**src/rtl/pc_stack_if.sv**
```systemverilog
// Control-unit <-> PC/stack unit bus: sequencing strobes in, PC and stack status out.
// master = control unit, slave = pc_stack_unit.
interface pc_stack_if #(
    parameter int PC_WIDTH    = 10,
    parameter int STACK_DEPTH = 8
);
    localparam int LW = $clog2(STACK_DEPTH + 1);

    logic                we_reg;
    logic                we_pc;
    logic [1:0]          s_pc;
    logic [PC_WIDTH-1:0] jmp_target;
    logic                push;
    logic                pop;
    logic                err_clr;

    logic [PC_WIDTH-1:0] pc;
    logic [PC_WIDTH-1:0] ret_addr;
    logic [LW-1:0]       level;
    logic                full;
    logic                empty;
    logic                ovf;
    logic                unf;

    modport master (
        output we_reg, we_pc, s_pc, jmp_target, push, pop, err_clr,
        input  pc, ret_addr, level, full, empty, ovf, unf
    );

    modport slave (
        input  we_reg, we_pc, s_pc, jmp_target, push, pop, err_clr,
        output pc, ret_addr, level, full, empty, ovf, unf
    );
endinterface

```
**src/rtl/pc_stack_unit.sv**
```systemverilog
// Program counter with next-PC latches, trap vector and a checked return-address stack.
// Stack top is read asynchronously so a return (s_pc=2 with pop) completes in one cycle.
module pc_stack_unit #(
    parameter int PC_WIDTH    = 10,
    parameter int STACK_DEPTH = 8,
    parameter int RESET_PC    = 0,
    parameter int VECTOR      = 1008
) (
    input  logic       clk,
    input  logic       reset,
    pc_stack_if.slave  bus
);
    localparam int LW = $clog2(STACK_DEPTH + 1);
    localparam int AW = $clog2(STACK_DEPTH);

    logic [PC_WIDTH-1:0] pc_q, pc_d;
    logic [PC_WIDTH-1:0] inc_latch_q, inc_latch_d;
    logic [PC_WIDTH-1:0] jmp_latch_q, jmp_latch_d;
    logic [LW-1:0]       level_q, level_d;
    logic                ovf_q, ovf_d;
    logic                unf_q, unf_d;

    logic [PC_WIDTH-1:0] stack_mem [STACK_DEPTH];
    logic                mem_we;
    logic [AW-1:0]       mem_waddr;
    logic [PC_WIDTH-1:0] mem_wdata;

    logic [PC_WIDTH-1:0] pc_plus1;
    logic [PC_WIDTH-1:0] top;
    logic [LW-1:0]       level_m1;
    logic                full;
    logic                empty;

    assign pc_plus1 = pc_q + PC_WIDTH'(1);
    assign level_m1 = level_q - LW'(1);
    assign full     = (level_q == LW'(STACK_DEPTH));
    assign empty    = (level_q == '0);
    assign top      = empty ? '0 : stack_mem[level_m1[AW-1:0]];

    always_comb begin
        pc_d        = pc_q;
        inc_latch_d = inc_latch_q;
        jmp_latch_d = jmp_latch_q;
        if (bus.we_reg) begin
            inc_latch_d = pc_plus1;
            jmp_latch_d = bus.jmp_target;
        end
        if (bus.we_pc) begin
            case (bus.s_pc)
                2'd0:    pc_d = inc_latch_q;
                2'd1:    pc_d = jmp_latch_q;
                2'd2:    pc_d = top;
                default: pc_d = PC_WIDTH'(VECTOR);
            endcase
        end
    end

    always_comb begin
        level_d   = level_q;
        ovf_d     = ovf_q;
        unf_d     = unf_q;
        mem_we    = 1'b0;
        mem_waddr = level_q[AW-1:0];
        // A trap saves the interrupted PC itself so it can be re-executed on return.
        mem_wdata = (bus.we_pc && bus.s_pc == 2'd3) ? pc_q : pc_plus1;
        if (bus.err_clr) begin
            ovf_d = 1'b0;
            unf_d = 1'b0;
        end
        case ({bus.push, bus.pop})
            2'b10: begin
                if (full) begin
                    ovf_d = 1'b1;
                end else begin
                    mem_we  = 1'b1;
                    level_d = level_q + LW'(1);
                end
            end
            2'b01: begin
                if (empty) unf_d = 1'b1;
                else       level_d = level_m1;
            end
            2'b11: begin
                mem_we = 1'b1;
                if (empty) begin
                    unf_d   = 1'b1;
                    level_d = LW'(1);
                end else begin
                    mem_waddr = level_m1[AW-1:0];
                end
            end
            default: ;
        endcase
    end

    always_ff @(posedge clk) begin
        if (reset) begin
            pc_q        <= PC_WIDTH'(RESET_PC);
            inc_latch_q <= '0;
            jmp_latch_q <= '0;
            level_q     <= '0;
            ovf_q       <= 1'b0;
            unf_q       <= 1'b0;
        end else begin
            pc_q        <= pc_d;
            inc_latch_q <= inc_latch_d;
            jmp_latch_q <= jmp_latch_d;
            level_q     <= level_d;
            ovf_q       <= ovf_d;
            unf_q       <= unf_d;
        end
    end

    // Stack contents are deliberately left unreset.
    always_ff @(posedge clk) begin
        if (mem_we && !reset) stack_mem[mem_waddr] <= mem_wdata;
    end

    assign bus.pc       = pc_q;
    assign bus.ret_addr = top;
    assign bus.level    = level_q;
    assign bus.full     = full;
    assign bus.empty    = empty;
    assign bus.ovf      = ovf_q;
    assign bus.unf      = unf_q;
endmodule

```
**src/flat_wrapper.sv**
```systemverilog
// flat-port wrapper written by rule: the top's interface ports become plain ports
module pc_stack_unit_flat 
#(
    parameter int PC_WIDTH    = 10,
    parameter int STACK_DEPTH = 8,
    parameter int RESET_PC    = 0,
    parameter int VECTOR      = 1008
)
  (clk, reset, bus_we_reg, bus_we_pc, bus_s_pc, bus_jmp_target, bus_push, bus_pop, bus_err_clr, bus_pc, bus_ret_addr, bus_level, bus_full, bus_empty, bus_ovf, bus_unf);
  pc_stack_if #(.PC_WIDTH(PC_WIDTH), .STACK_DEPTH(STACK_DEPTH)) bus_i ();
  input  logic clk;
  input  logic reset;
  input wire logic [$bits(bus_i.we_reg)-1:0] bus_we_reg;
  input wire logic [$bits(bus_i.we_pc)-1:0] bus_we_pc;
  input wire logic [$bits(bus_i.s_pc)-1:0] bus_s_pc;
  input wire logic [$bits(bus_i.jmp_target)-1:0] bus_jmp_target;
  input wire logic [$bits(bus_i.push)-1:0] bus_push;
  input wire logic [$bits(bus_i.pop)-1:0] bus_pop;
  input wire logic [$bits(bus_i.err_clr)-1:0] bus_err_clr;
  output wire logic [$bits(bus_i.pc)-1:0] bus_pc;
  output wire logic [$bits(bus_i.ret_addr)-1:0] bus_ret_addr;
  output wire logic [$bits(bus_i.level)-1:0] bus_level;
  output wire logic [$bits(bus_i.full)-1:0] bus_full;
  output wire logic [$bits(bus_i.empty)-1:0] bus_empty;
  output wire logic [$bits(bus_i.ovf)-1:0] bus_ovf;
  output wire logic [$bits(bus_i.unf)-1:0] bus_unf;
  assign bus_i.we_reg = bus_we_reg;
  assign bus_i.we_pc = bus_we_pc;
  assign bus_i.s_pc = bus_s_pc;
  assign bus_i.jmp_target = bus_jmp_target;
  assign bus_i.push = bus_push;
  assign bus_i.pop = bus_pop;
  assign bus_i.err_clr = bus_err_clr;
  assign bus_pc = bus_i.pc;
  assign bus_ret_addr = bus_i.ret_addr;
  assign bus_level = bus_i.level;
  assign bus_full = bus_i.full;
  assign bus_empty = bus_i.empty;
  assign bus_ovf = bus_i.ovf;
  assign bus_unf = bus_i.unf;
  pc_stack_unit #(.PC_WIDTH(PC_WIDTH), .STACK_DEPTH(STACK_DEPTH), .RESET_PC(RESET_PC), .VECTOR(VECTOR)) u_core (.clk(clk), .reset(reset), .bus(bus_i));
endmodule
```
**config.mk**
```make
export PLATFORM = sky130hd
export DESIGN_NAME = pc_stack_unit_flat
export DESIGN_NICKNAME = d
export VERILOG_FILES = /design/src/rtl/pc_stack_if.sv /design/src/rtl/pc_stack_unit.sv /design/src/flat_wrapper.sv
export SDC_FILE = /design/constraint.sdc
export NUM_CORES = 1
export LEC_CHECK = 0
export CORE_ASPECT_RATIO = 1.4
export CORE_MARGIN = 2
export CORE_UTILIZATION = 55
export DETAILED_ROUTE_END_ITERATION = 10
export GPL_TIMING_DRIVEN = 0
export PLACE_DENSITY = 0.76
export SKIP_CTS_REPAIR_TIMING = 1
export SYNTH_ARGS = -nofsm -noshare
export SYNTH_HDL_FRONTEND = slang
export SYNTH_SLANG_ARGS = --single-unit
```
**constraint.sdc**
```tcl
create_clock -name clk -period 3.8 [get_ports clk]
set_clock_uncertainty 0.15 [all_clocks]
set_input_delay 0.95 -clock clk [delete_from_list [all_inputs] [get_ports clk]]
set_output_delay 0.95 -clock clk [all_outputs]
set_load 0.1 [all_outputs]
```
==> summary by stage <==
Global routing
The largest net degree at the start of global routing is 17. The number of antenna violations at the first check in global routing was 0. The via count of the first global-routing pass is around 4.2k. The first global-routing pass estimated 21910 um of wire. The overall global routing resource usage is between 20% and 30%. For this run the aggregate overflow at the end of global routing stands at 0.

CTS
The H-tree level count is 4. The root buffer cell is sky130_fd_sc_hd__clkbuf_16. The buffer depth of the longest clock path is 2.

CTS saw 116 sinks. The number of buffers created by CTS is 17. The clock latency reported for the late side of the worst-skew pair is ~400 ps. The clock-pin slew of the registers on the worst-case setup and hold paths is 50 ps.

The TritonCTS clock tree is yes.

Drt
Wires add up to 15010 um. The number of iterations in the first detailed-routing pass is 5. The vias after detailed routing is 4299.

The top routing layer in use is met4. The count of unresolved DRC violations after routing is 0. The met2 wire length is 7791 um. After detailed routing, the wire length on met1 is 5737 um. In the final routed layout, each cell accounts on average for about 21 um. The detailed router finished its first iteration with between 300 and 400 violations. In the routed layout, each cell is associated on average with a via count of 6.072. Detailed routing placed a total of between 800 and 900 um of wire on met3. The number of nets with antenna violations after routing is 0.

Worst hold path
The worst hold path belongs to the class register to register. The hold-critical path depth is 2.

Layout
The utilization after layout is 75.64%. After routing the design area is approximately 7500 um2. In the final layout, flip-flops and latches occupy around 3100 um2. After filler insertion, the fill cell instance count of the layout stands at 637. From synthesis to final layout, the design area changed by 33.42%.

The multi-input combinational cells in the finished layout cover a total of around 2400 um2. The ratio of cells with drive above 1 in the final layout is 27.23%. The final cell count without fillers is 708. The net count of the finished layout is 582.

The number of antenna diodes in the final layout is 0.

Critical path
The most critical setup path has its endpoint at bus_ret_addr[6]. The endpoint arrival time on the critical path is between 2000 and 3000 ps. Broken down by cell family, the worst path's largest delay share belongs to buffers and inverters. The logic depth of the worst path, buffers included is 11. The type of the setup path with the least slack is register to primary output.

The delay of the slowest cell on the worst path is between 400 and 500 ps. The largest individual stage delay along the critical path comes from the cell sky130_fd_sc_hd__dfxtp_4. The most numerous cell on the critical path is sky130_fd_sc_hd__buf_12. The critical path goes through buf_12 > buf_12 > clkinvlp_4 > ha_4 > xnor2_4 > buf_12 > buf_12 > mux2i_2 > nand4_1 > nor2_4 > buf_12. The critical path launch point type is a register. The critical register-to-register path endpoint is u_core.stack_mem[0][0]. Counting both buffers and inverters, the worst setup path holds a total of 6.

Data on the critical path is required at its endpoint by around 2700 ps. STA classifies the critical path endpoint as a primary output. Measured in cells, the most critical reg-to-reg path has a length of 11. The launch instance of the worst register-to-register path is u_core.bus.level[0].

The reg2reg setup slack is 190 ps. The top fanout value on the critical path is 8. The critical path starts at u_core.bus.level[0].

Place
The worst slack at placement is -1085 ps. The global placement routability congestion is around 0.94. Once placement finished, the instance area stood at around 6400 um2. In this run the tool buffered the top-level ports with 44 buffer cells. Counting tap cells, the placed design contains a total of 652 instances.

The total half-perimeter wirelength after legalization and detailed placement is slightly below 10000 um.

Logic synthesis
Of the total synthesized cell area, the portion taken by XOR and XNOR cells is 3.455%. The dominant synthesized flop cell is sky130_fd_sc_hd__edfxtp_1. The synthesized cell area is 5613 um2. The mean instance size in the synthesized netlist is 11.97 um2. The synthesized netlist devotes under 10% of its cell area to compound gates.

The cell type contributing the most total cell area after synthesis is sky130_fd_sc_hd__edfxtp_1. The largest family of logic cells by synthesized area is simple AND/OR/NAND/NOR gates. The share of the synthesized area in the top cell type is between 40% and 50%. By area the synthesized netlist is led by sky130_fd_sc_hd__edfxtp_1 43%, sky130_fd_sc_hd__dfxtp_1 13%, sky130_fd_sc_hd__mux2i_1 6.2%. After synthesis, the share of flip-flops with an asynchronous set or reset is 0%. The register area share after synthesis is 55.64%.

The number of storage elements in the synthesis netlist is 116. After technology mapping, the gate count stands at 469. The adder and majority gate portion of the synthesized area is less than 1%. Of the post-synthesis cell area, the part taken by muxes is 12.13%.

In this run, synthesis inferred 80 flip-flops with an integrated enable. For this run, the number of Yosys warnings is 0. Of the total synthesized cell area, the portion taken by AND, OR, NAND and NOR gates is 16.58%. The post-synthesis net count is 491.

The count of unique library cells instantiated by Yosys is 56.

Floorplanning
Row generation in the floorplan step produced 43 rows. The core region is 9899 um2. The number of placed I/O pins is 47. The die area is 11040 um2. Once the floorplan was initialized, standard cells occupied 56.70% of the core. The die is 89.38 um wide.

The floorplan step set the die height to 123.5 um.

Power
The maximum ir drop on the vdd rail is 0.0007181 V. For this design the static power due to leakage is about 2.7 nW. For this design the ratio of total power to cell area is 896.9 nW/um2. Total power for the finished layout comes to 6.717 mW.

Timing
The setup TNS is -355.4 ps. The final hold violation count is 0. Based on the critical path, the design can be clocked at up to 257.2 MHz. The count of final setup violators is 6.

The worst-case setup margin in the final layout is -87.57 ps. On the final layout, the worst hold slack is roughly 350 ps. The total count of max-transition violations in the final report is 0. The worst path in the final design needs a cycle of 3888 ps, including I/O delays and setup. Setup repair after global routing could not meet its margin everywhere. The post-route fraction of the period consumed by the critical path is 102.3%. The actual slew at the worst max-slew pin is roughly 1000 ps. The worst pin sits at a relative slew slack of between 30% and 40%.

Flow run
Max-cap violations in this run came to 0.

Outcome
The checks that failed: negative setup slack. The run finished, with violations left.
## worst min path at each step
stage	from	endpoint	slack [ps]
finish	u_core.inc_latch_q[3]	u_core.inc_latch_q[3]	350
global route	u_core.inc_latch_q[3]	u_core.inc_latch_q[3]	350
CTS	u_core.inc_latch_q[5]	u_core.inc_latch_q[5]	340
detailed placement	u_core.inc_latch_q[2]	u_core.inc_latch_q[2]	330
global placement	u_core.jmp_latch_q[5]	u_core.jmp_latch_q[5]	320
floorplan	u_core.jmp_latch_q[4]	u_core.jmp_latch_q[4]	300
## cell type report
| type | instances | share of cell area (%) |
|---|---|---|
| Buffer | 35 | 3.676 |
| Clock buffer | 23 | 6.249 |
| Clock inverter | 9 | 2.022 |
| Inverter | 16 | 0.8521 |
| Multi-Input combinational cell | 300 | 32.06 |
| Sequential cell | 116 | 41.77 |
| Tap cell | 135 | 2.256 |
| Timing Repair Buffer | 74 | 11.11 |
## worst register-to-register path, delay by kind of cell (launching register included)
| kind | cells | cell delay, ps |
|---|---|---|
| AOI/OAI and AO/OA | 2 | 610 |
| and+or+nand+nor | 2 | 1060 |
| adders and majority gates | 1 | 190 |
| DFF | 1 | 410 |
| buffers and inverters | 6 | 790 |
## power by group
part	switching, mW	internal, mW	leakage [nW]
logic	2.08	1.43	1.33
registers	0.0624	1.46	1.03
clock network	0.550	1.13	0.301
## synthesized netlist by cell type (2+ instances only)
cell and count:
sky130_fd_sc_hd__clkbuf_1 14, sky130_fd_sc_hd__or3_1 2, sky130_fd_sc_hd__dfxtp_1 36, sky130_fd_sc_hd__o22a_1 2, sky130_fd_sc_hd__o21ai_0 26, sky130_fd_sc_hd__buf_2 12, sky130_fd_sc_hd__nor3_1 31, sky130_fd_sc_hd__a22oi_1 2
sky130_fd_sc_hd__mux2_2 12, sky130_fd_sc_hd__inv_1 16, sky130_fd_sc_hd__and3_1 3, sky130_fd_sc_hd__a211oi_2 2, sky130_fd_sc_hd__buf_6 3, sky130_fd_sc_hd__nor3b_1 27, sky130_fd_sc_hd__clkbuf_2 3, sky130_fd_sc_hd__xnor2_1 14
sky130_fd_sc_hd__nand3_1 6, sky130_fd_sc_hd__mux2i_1 35, sky130_fd_sc_hd__a211oi_1 9, sky130_fd_sc_hd__nand2_1 16, sky130_fd_sc_hd__a21oi_1 10, sky130_fd_sc_hd__nor2_1 38, sky130_fd_sc_hd__edfxtp_1 80, sky130_fd_sc_hd__ha_1 3
sky130_fd_sc_hd__nand3b_1 13, sky130_fd_sc_hd__xor2_1 5, sky130_fd_sc_hd__nand4_1 6, sky130_fd_sc_hd__nor2b_1 5, sky130_fd_sc_hd__buf_4 4, sky130_fd_sc_hd__mux4_2 8
## layer usage
metal,up-vias,GRT usage (%)
li1,1913,-
met3,50,6.742
met2,230,45.93
met1,2106,32.42
met4,0,12.69
met5,-,0
## cells in the final DEF, fill, tap and decap left out, types with 4 or more instances in the layout
master	synthesis	layout
sky130_fd_sc_hd__a211oi_1	9	9
sky130_fd_sc_hd__a21oi_1	10	10
sky130_fd_sc_hd__buf_12	0	12
sky130_fd_sc_hd__buf_2	12	8
sky130_fd_sc_hd__buf_4	4	25
sky130_fd_sc_hd__buf_6	3	6
sky130_fd_sc_hd__bufinv_16	0	4
sky130_fd_sc_hd__clkbuf_1	14	16
sky130_fd_sc_hd__clkbuf_16	0	22
sky130_fd_sc_hd__clkbuf_2	3	4
sky130_fd_sc_hd__clkdlybuf4s50_1	0	32
sky130_fd_sc_hd__dfxtp_1	36	34
sky130_fd_sc_hd__edfxtp_1	80	80
sky130_fd_sc_hd__inv_1	16	15
sky130_fd_sc_hd__mux2_2	12	12
sky130_fd_sc_hd__mux2i_1	35	31
sky130_fd_sc_hd__mux4_2	8	8
sky130_fd_sc_hd__nand2_1	16	16
sky130_fd_sc_hd__nand3_1	6	6
sky130_fd_sc_hd__nand3b_1	13	13
sky130_fd_sc_hd__nand4_1	6	6
sky130_fd_sc_hd__nor2_1	38	32
sky130_fd_sc_hd__nor2_4	0	6
sky130_fd_sc_hd__nor2b_4	0	4
sky130_fd_sc_hd__nor3_1	31	23
sky130_fd_sc_hd__nor3_2	1	9
sky130_fd_sc_hd__nor3b_1	27	24
sky130_fd_sc_hd__nor3b_2	1	4
sky130_fd_sc_hd__o21ai_0	26	26
sky130_fd_sc_hd__xnor2_1	14	14
sky130_fd_sc_hd__xor2_1	5	5
## flip-flops by register name, summed over array words and instances (netlist names)
register and flops:
u_core.bus.level 4, u_core.bus.unf 1, u_core.bus.pc 10, u_core.bus.ovf 1, u_core.jmp_latch_q 10, u_core.stack_mem 80, u_core.inc_latch_q 10
## logic make-up after synthesis
logic type	count (synthesis)
XOR/XNOR	20
AND/OR/NAND/NOR	160
flip-flops	116
AO/OA/AOI/OAI	61
multiplexers	56
adder cells (fa/ha/maj)	3
buffers and inverters	53
No activity file was read; power rests on OpenSTA's default activity.
==> variant (config.mk and constraints unchanged) <==
Reset style: asynchronous (`reset`), changed in one clocked block.
--- a/src/rtl/pc_stack_unit.sv
+++ b/src/rtl/pc_stack_unit.sv
@@ -93,7 +93,7 @@
         endcase
     end
 
-    always_ff @(posedge clk) begin
+    always_ff @(posedge clk or posedge reset) begin
         if (reset) begin
             pc_q        <= PC_WIDTH'(RESET_PC);
             inc_latch_q <= '0;
Behaviour: differs if reset is asserted again (counterexample within 4 cycles, from zero or initial values and one cycle with reset high); with reset held inactive, the same outputs for 4 cycles.
==> variant against the unedited design <==
  * Via count decreased by 17%
  * Setup slack improved by 0.19 ns
  * Maximum frequency increased by 5.0%
  * Routed wire length decreased by 19%
  * Sequential cell count unchanged
  * Area after synthesis decreased by 3.1%
  * Final area decreased by 11%
  * Critical path type unchanged
Power is not shown: default switching activity piles up to over one toggle a cycle in this logic, so the estimate is an artifact.
==> variant: results (changes against the unedited design) <==
Run status
  – Status: completed (was finished with violations)

Placement
  – Dpl cell area: 0.00610 mm2 (was 0.00639 mm2)
  – Cells after DPL: 579 (was 652)
  – Detail Placement HPWL: 8570 um (was 9680 um)
  – Worst slack at placement: -0.782 ns (was -1.09 ns)
  – RePlAce Congestion: 0.841 (was 0.935)

Worst setup path
  – R2R Path End: u_core.stack_mem[5][4] (was u_core.stack_mem[0][0])
  – Worst R2R Path Depth: 8 (was 11)
  – Cell family with most CP delay: buffers and inverters (unchanged)
  – Crit path max fanout: 10 (was 8)
  – Slowest cell delay on critical path: 0.48 ns (was 0.41 ns)
  – Crit-path slowest cell: dfrtp_2 (was dfxtp_4)
  – Setup crit start: u_core.bus.level[0] (unchanged)
  – Flop-to-flop setup slack: 0.69 ns (was 0.19 ns)

Worst hold path
  – Worst Hold Depth: 1 (was 2)
  – HP Start: u_core.bus.unf (was u_core.inc_latch_q[3])
  – Hold Crit Endpoint: u_core.bus.unf (was u_core.inc_latch_q[3])

Logic synthesis
  – Compound-Gate Fraction of Synth Area: 9.50% (was 6.98%)
  – Most common cell in the netlist: edfxtp_1 (unchanged)
  – Post-synthesis mux area share: 12.6% (was 12.1%)
  – Synth cell types: 50 (was 56)
  – Top cells by count, synth: edfxtp_1 (80), dfrtp_1 (36), nor2_1 (35), o21ai_0 (25), nand2_1 (24) (was edfxtp_1 (80), nor2_1 (38), dfxtp_1 (36), mux2i_1 (35), nor3_1 (31))
  – Post-Synth XOR/XNOR Area: 2.90% (was 3.46%)
  – Syn_nets: 424 (was 491)
  – Post-synth ARST share: 31.0% (was 0%)
  – Post-synthesis sequential area ratio: 60.7% (was 55.6%)
  – Post-Synth Adder-Cell Area: 0.690% (was 0.669%)
  – Synth Instances: 402 (was 469)
  – Largest cells by area after synthesis: edfxtp_1 (44%), dfrtp_1 (17%), mux4_2 (7.5%) (was edfxtp_1 (43%), dfxtp_1 (13%), mux2i_1 (6.2%))

Global route
  – Vias in the first global route: 3681 (was 4228)
  – Tot GR Track Use: 24.4% (was 27.3%)
  – Initial antenna violation count: 0 (unchanged)
  – Pin count of the biggest net entering global routing: 20 (was 17)
  – First-pass GRT wire length: 19100 um (was 21900 um)

Cells and area
  – Fin nets: 490 (was 582)
  – Final Cell Area: 0.00668 mm2 (was 0.00749 mm2)
  – Area taken by multi-input logic gates: 0.00198 mm2 (was 0.00240 mm2)
  – Antenna diodes: 0 (unchanged)
  – Fillers: 655 (was 637)
  – Layout cell share with drive strength beyond 1: 23.9% (was 27.2%)

Drt
  – DR pass1 iterations: 5 (unchanged)
  – Vias/cell: 5.81 (was 6.07)
  – DRT iter0 DRCs: 258 (was 319)
  – Via count: 3564 (was 4299)
  – DR WL/cell: 19.8 um (was 21.2 um)

STA
  – Min Hold Slack: 0.355 ns (was 0.345 ns)
  – Normalized max-slew margin: 32.5% (was 30.9%)

CTS
  – Clock transition at the registers of the reported paths: 0.06 ns
  – H-tree depth: 4 (unchanged)
-- variant: layer usage --
| layer | routed length (um) | global-route usage [%] |
|---|---|---|
| met1 | 4830 | 29.8 |
| met3 | 645 | 5.08 |
| met4 | 155 | 8.33 |
| met2 | 6530 | 42.8 |
| met5 | 0 | 0 |
-- variant: cell type report --
cell class / count / area share (%)
Inverter: 8 / 0.450
Timing Repair Buffer: 48 / 7.21
Buffer: 27 / 2.66
Clock buffer: 18 / 6.42
Clock inverter: 14 / 1.59
Multi-Input combinational cell: 250 / 29.7
Tap cell: 132 / 2.47
Sequential cell: 116 / 49.5
-- variant: worst max-delay path by stage --
stage,to,slack [ns],cells past startpoint
2_1_floorplan,bus_ret_addr[3],0.07,8
4_1_cts,bus_ret_addr[0],-1.23,9
3_5_place_dp,bus_ret_addr[0],-0.78,9
3_3_place_gp,bus_ret_addr[1],-0.72,9
5_1_grt,bus_ret_addr[9],-0.02,9
6_report,bus_ret_addr[6],0.1,9
